$ cat src/rtl/demux_ctrl_pkg.sv
// Shared types, constants and the select decoder for the demux dispatcher.
// Pure declarations: no state, no latency, no flow control.
package demux_ctrl_pkg;

   typedef enum logic {IDLE = 1'b0, HOLD = 1'b1} state_t;

   localparam int DEMUX_CNT_W = 8;

   // Out-of-range selects decode to all-zero, which is how callers spot a bad sel.
   function automatic logic [15:0] onehot(input logic [3:0] sel, input int n);
      logic [15:0] v;
      v = '0;
      for (int i = 0; i < 16; i++)
         if (i < n && sel == i[3:0]) v[i] = 1'b1;
      return v;
   endfunction

endpackage

$ cat src/rtl/demux_stall_timer.sv
// Saturating stall counter: expire is high once TIMEOUT-1 stalled cycles have been counted.
// Latency: clr/inc take effect at the next edge; no flow control.
module demux_stall_timer
   import demux_ctrl_pkg::*;
#(
   parameter int TIMEOUT = 15
) (
   input  logic clk,
   input  logic rst_n,
   input  logic clr,
   input  logic inc,
   output logic expire
);

   localparam logic [DEMUX_CNT_W-1:0] LAST = DEMUX_CNT_W'(TIMEOUT - 1);

   logic [DEMUX_CNT_W-1:0] wait_cnt;

   assign expire = (wait_cnt == LAST);

   always_ff @(posedge clk) begin
      if (!rst_n || clr)
         wait_cnt <= '0;
      else if (inc && wait_cnt != LAST)
         wait_cnt <= wait_cnt + DEMUX_CNT_W'(1);
   end

endmodule

$ cat src/rtl/demux_dispatcher.sv
// 1-to-N_OUT dispatcher with a one-word buffer; dout_valid 1 cycle after accept, 1 word/cycle streaming.
// Backpressure: din_ready follows the selected sink's ready while holding; a stalled word drops after TIMEOUT cycles.
// DEMUX_STATS_EN adds per-channel transfer counters and a saturating drop counter.
module demux_dispatcher
   import demux_ctrl_pkg::*;
#(
   parameter int N_OUT   = 4,
   parameter int DW      = 8,
   parameter int SW      = $clog2(N_OUT),
   parameter int TIMEOUT = 15
) (
   input  logic             clk,
   input  logic             rst_n,
   input  logic [DW-1:0]    din,
   input  logic             din_valid,
   input  logic [SW-1:0]    sel,
   output logic             din_ready,
   output logic [DW-1:0]    dout,
   output logic [N_OUT-1:0] dout_valid,
   input  logic [N_OUT-1:0] dout_ready,
   output logic             drop,
   output logic             busy
`ifdef DEMUX_STATS_EN
   ,
   output logic [N_OUT*DEMUX_CNT_W-1:0] xfer_cnt,
   output logic [DEMUX_CNT_W-1:0]       drop_cnt
`endif
);

   state_t           state;
   logic [SW-1:0]    sel_q;
   logic [N_OUT-1:0] hold_oh;
   logic             good_sel;
   logic             xfer;
   logic             accept;
   logic             load;
   logic             bad;
   logic             expire;

   assign good_sel   = |onehot(4'(sel), N_OUT);
   assign hold_oh    = N_OUT'(onehot(4'(sel_q), N_OUT));
   assign busy       = (state == HOLD);
   assign dout_valid = busy ? hold_oh : '0;
   assign xfer       = |(dout_valid & dout_ready);
   // Unselected sinks cannot influence din_ready: only the held channel's ready matters.
   assign din_ready  = ~busy | xfer;
   assign accept     = din_valid & din_ready;
   assign load       = accept & good_sel;
   assign bad        = accept & ~good_sel;

   demux_stall_timer #(.TIMEOUT(TIMEOUT)) u_timer (
      .clk    (clk),
      .rst_n  (rst_n),
      .clr    (load | ~busy),
      .inc    (busy & ~xfer),
      .expire (expire)
   );

   always_ff @(posedge clk) begin
      if (!rst_n) begin
         state <= IDLE;
         dout  <= '0;
         sel_q <= '0;
         drop  <= 1'b0;
      end else begin
         drop <= bad | (busy & ~xfer & expire);
         case (state)
            IDLE: begin
               if (load) begin
                  dout  <= din;
                  sel_q <= sel;
                  state <= HOLD;
               end
            end
            HOLD: begin
               if (xfer) begin
                  if (load) begin
                     dout  <= din;
                     sel_q <= sel;
                  end else begin
                     state <= IDLE;
                  end
               end else if (expire) begin
                  state <= IDLE;
               end
            end
            default: state <= IDLE;
         endcase
      end
   end

`ifdef DEMUX_STATS_EN
   always_ff @(posedge clk) begin
      if (!rst_n) begin
         xfer_cnt <= '0;
         drop_cnt <= '0;
      end else begin
         for (int i = 0; i < N_OUT; i++)
            if (xfer && hold_oh[i])
               xfer_cnt[i*DEMUX_CNT_W +: DEMUX_CNT_W] <=
                  xfer_cnt[i*DEMUX_CNT_W +: DEMUX_CNT_W] + DEMUX_CNT_W'(1);
         if (drop && drop_cnt != '1)
            drop_cnt <= drop_cnt + DEMUX_CNT_W'(1);
      end
   end
`endif

endmodule

$ cat config.mk
export PLATFORM = sky130hd
export DESIGN_NAME = demux_dispatcher
export DESIGN_NICKNAME = d
export VERILOG_FILES = /design/src/rtl/demux_ctrl_pkg.sv /design/src/rtl/demux_stall_timer.sv /design/src/rtl/demux_dispatcher.sv
export SDC_FILE = /design/constraint.sdc
export NUM_CORES = 1
export LEC_CHECK = 0
export ABC_AREA = 1
export CAP_MARGIN = 20
export CORE_MARGIN = 2
export CORE_UTILIZATION = 42
export DETAILED_ROUTE_END_ITERATION = 8
export PLACE_DENSITY = 0.82
export SKIP_CTS_REPAIR_TIMING = 1
export SYNTH_ARGS = -nofsm -noshare
export SYNTH_HDL_FRONTEND = slang
export SYNTH_SLANG_ARGS = --single-unit
$ cat constraint.sdc
create_clock -name clk -period 1.3 [get_ports clk]
set_input_delay 0.13 -clock clk [delete_from_list [all_inputs] [get_ports clk]]
set_output_delay 0.13 -clock clk [all_outputs]
set_load 0.1 [all_outputs]
==> results of run 1 <==
-- synth_stat cells, types with 2 or more instances --
| library cell | instances |
|---|---|
| nand2_1 | 35 |
| nor2_1 | 29 |
| nand3_1 | 28 |
| inv_1 | 26 |
| dfxtp_1 | 20 |
| a21oi_1 | 9 |
| buf_6 | 2 |
| ha_1 | 2 |
| nand2_2 | 2 |
| xor2_1 | 2 |
-- path summary, 6_finish.rpt --
path / slack, ns / start / cells past startpoint / to
hold / removal: 0.48 / rst_n / 3 / busy
setup reg to reg: -0.34 / sel_q[1] / 11 / dout[7]
hold reg to reg: 0.52 / u_timer.wait_cnt[7] / 2 / u_timer.wait_cnt[7]
setup / recovery: -0.35 / sel_q[1] / 7 / din_ready
-- flip-flops by register name, summed over array words and instances, names as in the netlist --
name	flops
busy	1
dout	8
drop	1
sel_q	2
u_timer.wait_cnt	8
-- cells in the final DEF, fill, tap and decap left out, types with 2 or more instances in the layout --
cell type / instances
nor2_1: 23
dfxtp_4: 3
dfxtp_1: 17
buf_12: 17
nor2_4: 4
nand2_1: 30
nand2_2: 6
nor2_2: 4
nand3_2: 9
clkdlybuf4s50_1: 16
clkbuf_4: 3
ha_1: 2
buf_6: 2
inv_1: 23
buf_4: 19
clkinvlp_4: 2
a21oi_1: 9
xor2_1: 2
nand3_1: 18
-- power groups by stage --
stage	combinational, mW	clock (mW)	sequential, mW
floorplan	0.250	0	0.880
detailed placement	0.721	0	0.707
finish	0.830	0.364	0.698
global route	0.856	0.396	0.702
global placement	0.708	0	0.705
CTS	0.726	0.375	0.694
-- cell type report --
cell class / count / share of cell area, %
Inverter: 27 / 5.93
Timing Repair Buffer: 54 / 33.9
Tap cell: 30 / 1.91
Clock buffer: 4 / 1.85
Sequential cell: 20 / 21.0
Multi-Input combinational cell: 117 / 35.4
-- logic make-up (layout without fill, tap and decap cells) --
family | after synthesis | after routing | synth area share, %
xor gates and xnor gates | 3 | 3 | 2.38
DFF | 20 | 20 | 36.2
and+or+nand+nor | 101 | 102 | 42.8
AOI/OAI and AO/OA | 10 | 10 | 4.52
buffers and inverters | 31 | 85 | 11.9
adders and majority gates | 2 | 2 | 2.26
-- worst reg2reg max path, stage by stage (launching register included) --
cell and delay [ns]:
dfxtp_4 0.43, inv_2 0.05, nand4_1 0.09, inv_1 0.07
nor2_2 0.16, nand2_2 0.11, buf_12 0.15, buf_4 0.13
buf_4 0.13, nand3_1 0.09, nand2_1 0.07, nor2_1 0.10
-- stage by stage --
stage	power, mW	setup TNS (ns)	std cells	setup WS, ns
2_1_floorplan	1.13	-4.16	167	-0.266
3_3_place_gp	1.41	-2.06	239	-0.133
3_5_place_dp	1.43	-2.77	239	-0.172
4_1_cts	1.79	-3.95	243	-0.457
5_1_grt	1.95	-4.78	252	-0.418
6_report	1.89	-3.29	252	-0.348
-- per-layer routing --
metal | vias up | track usage [%] | wire [um]
li1 | 632 | - | -
met1 | 646 | 22.1 | 1430
met2 | 79 | 35.0 | 2050
met3 | 15 | 2.34 | 259
met4 | 0 | 10.8 | 154
met5 | - | 0 | 0
==> results.toml, run 1 <==
[layout]
layout-drive-gt1-share_pct = 35.6
multi_input_area_um2 = 694
seqCellArea_um2 = 412
fin_area_mm2 = 0.00196
nFillCells = 148
post-route-util_pct = 79.2
syn2layout_area_growth_pct = 77.4
diodes = 0
num-nets-final = 242

[power]
p_clk_share_pct = 19.2
seqPwrFrac_pct = 36.9
vdd_drop_max_v = 0.000931
intPower_mw = 1.16
p_leak_nw = 0.863
sw_frac_of_total_pct = 38.9
p_per_area_mw_per_mm2 = 964
power_switching_mw = 0.735
pwr-share-comb_pct = 43.9

[critical_path]
crit_type = "flop to output port"
critical-path-top-delay-family = "buffers and inverters"
critical_path.startpoint_type = "flop"
crit_fanout = 8
crit_buf_inv = 4
arrival_ns = 1.52
cp-end-kind = "output port"
crit_slowest_cell = "dfxtp_4"
critical_path.cell_chain = "inv_2 > nand4_1 > inv_1 > nor2_2 > nand2_2 > buf_12 > buf_12"
required_ns = 1.17
crit_top_cell = "buf_12"
worst_path_largest_cell_delay_ns = 0.43

[cts]
clk_path_buf_depth = 2
cts-buffers-inserted = 3
clk_latency_ns = 0.30
htreeDepth = 1
path_clk_slew_ns = 0.12
cts_num_sinks = 20
cts_tree = "yes"
cts-root-buf = "clkbuf_4"

[yosys]
synth.distinct_cells = 22
ys_warn_count = 0
syn_area_mm2 = 0.00111
ys_seq_area_share_pct = 36.2
synthArstFlopShare_pct = 0
post-synth-top-area-fraction_pct = 36.2
synth_fp_nets = 186
avgSynthCellArea_um2 = 6.62
synthCells = 167
synth_top_area_cell = "dfxtp_1"
synth_edf_count = 0
synth.area.top_cells = "dfxtp_1 36%, nand3_1 13%, nand2_1 12%"
yosys_register_bits = 20
synth_ff_type = "dfxtp_1"

[sta]
relSlewSlack_pct = 77.6
finalMaxSlewViolations = 0
finalCriticalPeriod_ns = 1.65
whs_ns = 0.476
setup_viol = 24
rsz0062_at_grt = "yes"
hold_viol_final = 0
tightest_slew_ns = 0.336
worst_slack_ns = -0.348
period_share_pct = 127
fin_skew_ns = 0.00341
max_freq_mhz = 607

[run_status]
violations = "negative setup slack"
outcome = "finished, violations left"

[route]
wl_per_cell_um = 15.4
wirelength_um = 3890
dr.pass1.iters = 4
final_antenna_net_count = 0
vias = 1372
avgViaCountPerCell = 5.44
drt-initial-drc-count = 79
drc_errors = 0

[global_routing]
grt_pass1_vias = 1178
antenna_found_initial = 0
grt_pass1_wl_um = 4930
grt_max_degree = 12
gr-usage-all-layers_pct = 19.5
grt_overflow = 0

[die]
rows = 18
dieHeight_um = 55.3
dieArea_mm2 = 0.00306
start_util_pct = 44.6
design.core.area_mm2 = 0.00248
die_w_um = 55.3
io_pins = 32

[job]
drv_cap = 0

[placement]
placed_cell_area_mm2 = 0.00176
globalplace.congestion = 0.883
hpwlAfterDp_um = 2210
place.port_buffers = 31

[min_path]
hp-class = "input pin to flop"
Power figures use the tool's default switching activity.
==> inputs of run 2 (changes only) <==
--- a/config.mk
+++ b/config.mk
@@ -9,6 +9,7 @@
 export CAP_MARGIN = 20
 export CORE_MARGIN = 2
 export CORE_UTILIZATION = 42
+export CTS_CLUSTER_SIZE = 8
 export DETAILED_ROUTE_END_ITERATION = 8
 export PLACE_DENSITY = 0.82
 export SKIP_CTS_REPAIR_TIMING = 1
==> results of run 2 <==
Same layout as run 1: the final DEF is identical, and so are final timing and power.
==> inputs of run 3 (changes only) <==
--- a/config.mk
+++ b/config.mk
@@ -5,13 +5,12 @@
 export SDC_FILE = /design/constraint.sdc
 export NUM_CORES = 1
 export LEC_CHECK = 0
-export ABC_AREA = 1
 export CAP_MARGIN = 20
 export CORE_MARGIN = 2
-export CORE_UTILIZATION = 42
+export CORE_UTILIZATION = 39
 export CTS_CLUSTER_SIZE = 8
 export DETAILED_ROUTE_END_ITERATION = 8
-export PLACE_DENSITY = 0.82
+export PLACE_DENSITY = 0.8
 export SKIP_CTS_REPAIR_TIMING = 1
 export SYNTH_ARGS = -nofsm -noshare
 export SYNTH_HDL_FRONTEND = slang
==> run 3 against run 2 <==
Against the previous run: the run still ends with negative setup slack left; maximum frequency down 7.0%; area after synthesis down 17%; worst setup slack worse by 0.12 ns.
==> results.toml, run 3 <==
[sta]
period_share_pct = 136
finalCriticalPeriod_ns = 1.77
max_freq_mhz = 564
rsz0062_at_grt = "yes"
setup_viol = 25
hold_viol_final = 0
tightest_slew_ns = 0.315
worst_slack_ns = -0.472
relSlewSlack_pct = 79.0
finalMaxSlewViolations = 0
fin_skew_ns = 0.00963

[placement]
hpwlAfterDp_um = 2090
dp.cells = 179
dp_slack_ns = -0.614
place.port_buffers = 31
globalplace.congestion = 0.872
placed_cell_area_mm2 = 0.00157

[cts]
htreeDepth = 1
clk_latency_ns = 0.32
path_clk_slew_ns = 0.12
cts_num_sinks = 20
cts-root-buf = "clkbuf_4"
cts_tree = "yes"
clk_path_buf_depth = 2
cts-buffers-inserted = 3

[critical_path]
crit_type = "flop to flop"
crit_fanout = 8
critical_path.startpoint_type = "flop"
r2r_start = "sel_q[0]"
arrival_ns = 2.03
critPathLaunch = "sel_q[0]"
required_ns = 1.56
rr_worst_depth = 5
cp-end-kind = "flop"

[yosys]
ys_top_cells_by_count = "20 x dfxtp_1, 15 x nand3_1, 13 x nand2_1"
synth.distinct_cells = 23
synth_ff_type = "dfxtp_1"
synthCells = 109
synth.area.top_cells = "dfxtp_1 44%, a21boi_0 8.2%, nand3_1 8.2%"
ys_seq_area_share_pct = 43.6
yosysMostFrequentCell = "dfxtp_1"
synth_edf_count = 0
avgSynthCellArea_um2 = 8.43
ys_warn_count = 0
synth_fp_nets = 128
yosys_register_bits = 20
post-synth-top-area-fraction_pct = 43.6
syn_area_um2 = 918
synthArstFlopShare_pct = 0
synth_top_area_cell = "dfxtp_1"

[power]
vdd_drop_max_v = 0.000903
p_leak_nw = 0.667
p_per_area_mw_per_mm2 = 917
power_mw = 1.66

[die]
start_util_pct = 41.5
rows = 17
io_pins = 32
design.core.area_mm2 = 0.00221
dieArea_mm2 = 0.00276
die_w_um = 52.5
dieHeight_um = 52.5

[route]
drc_errors = 0
final_antenna_net_count = 0
wl_per_cell_um = 16.7
drt-initial-drc-count = 17
wirelength_um = 3180
vias = 1040
avgViaCountPerCell = 5.47
dr.pass1.iters = 4

[layout]
most-common-layout-cells = "18 x buf_4, 17 x buf_12, 16 x clkdlybuf4s50_1, 15 x dfxtp_1"
diodes = 0
num-nets-final = 182
layout-drive-gt1-share_pct = 46.9
biggestRegsByFlops = "dout (8), u_timer.wait_cnt (8), sel_q (2)"
syn2layout_area_growth_pct = 97.0
fin_area_mm2 = 0.00181
nFillCells = 134
fin_cells = 190
final_common_cell = "buf_4"
post-route-util_pct = 81.8

[job]
drv_cap = 0

[global_routing]
grt_pass1_vias = 1062
grt_max_degree = 17
gr-usage-all-layers_pct = 22.0
antenna_found_initial = 0
grt_pass1_wl_um = 4480
grt_overflow = 0

[min_path]
hp-class = "input pin to flop"
hold_path_depth = 3
hp-start = "din[2]"

[run_status]
outcome = "finished, violations left"
violations = "negative setup slack"
==> run 3: cell count changes in the layout (fill, tap and decap cells not counted), sizes merged, moves of 4 or more <==
cell	before	now
inv	25	3
nor2	32	5
a21boi	0	10
nand3	28	15
or3	0	4
or4	0	4
nand2	37	13
o31ai	0	6
==> run 3: routing by layer <==
metal	vias up	wire length (um)	global-route usage [%]
met5	-	0	0
met4	0	57	8.55
met3	5	113	2.86
met2	26	1770	42.3
met1	508	1240	23.9
li1	501	-	-
==> run 3: critical path, stage by stage (launching register included) <==
cell     delay (ns)
dfxtp_4        0.42
mux2_4         0.32
o22a_4         0.27
buf_12         0.15
or4_4          0.41
a21oi_2        0.13
==> run 3: cell type report <==
type,count,area (um2),share of cell area (%)
Timing Repair Buffer,55,681,37.6
Inverter,3,11.3,0.622
Multi-Input combinational cell,80,623,34.4
Clock buffer,4,47.5,2.63
Tap cell,28,35.0,1.94
Sequential cell,20,412,22.8
==> run 3: kinds of logic after synthesis <==
group / share of synthesized area, %
buffers and inverters: 4.49
adders and majority gates: 2.72
AOI/OAI and AO/OA: 21.0
muxes: 2.45
and+or+nand+nor: 25.8
DFF: 43.6
==> run 3: worst paths after layout <==
| path | end | slack (ns) |
|---|---|---|
| worst max-delay path | u_timer.wait_cnt[7] | -0.47 |
| worst min-delay path | dout[2] | 0.39 |
| worst max register to register | u_timer.wait_cnt[7] | -0.47 |
| worst min register to register | dout[3] | 0.51 |
==> run 3: stage by stage <==
| step | setup TNS, ns | hold slack [ns] |
|---|---|---|
| finish | -8.21 | 0.392 |
| detailed placement | -10.77 | 0.490 |
| global placement | -9.11 | 0.485 |
| global route | -9.55 | 0.387 |
| floorplan | -6.63 | 0.275 |
| CTS | -8.56 | 0.389 |
==> run 3: report_power, final <==
part | switching (mW) | internal (mW) | total, mW
registers | 0.0298 | 0.636 | 0.665
logic | 0.306 | 0.239 | 0.545
clock network | 0.214 | 0.235 | 0.449
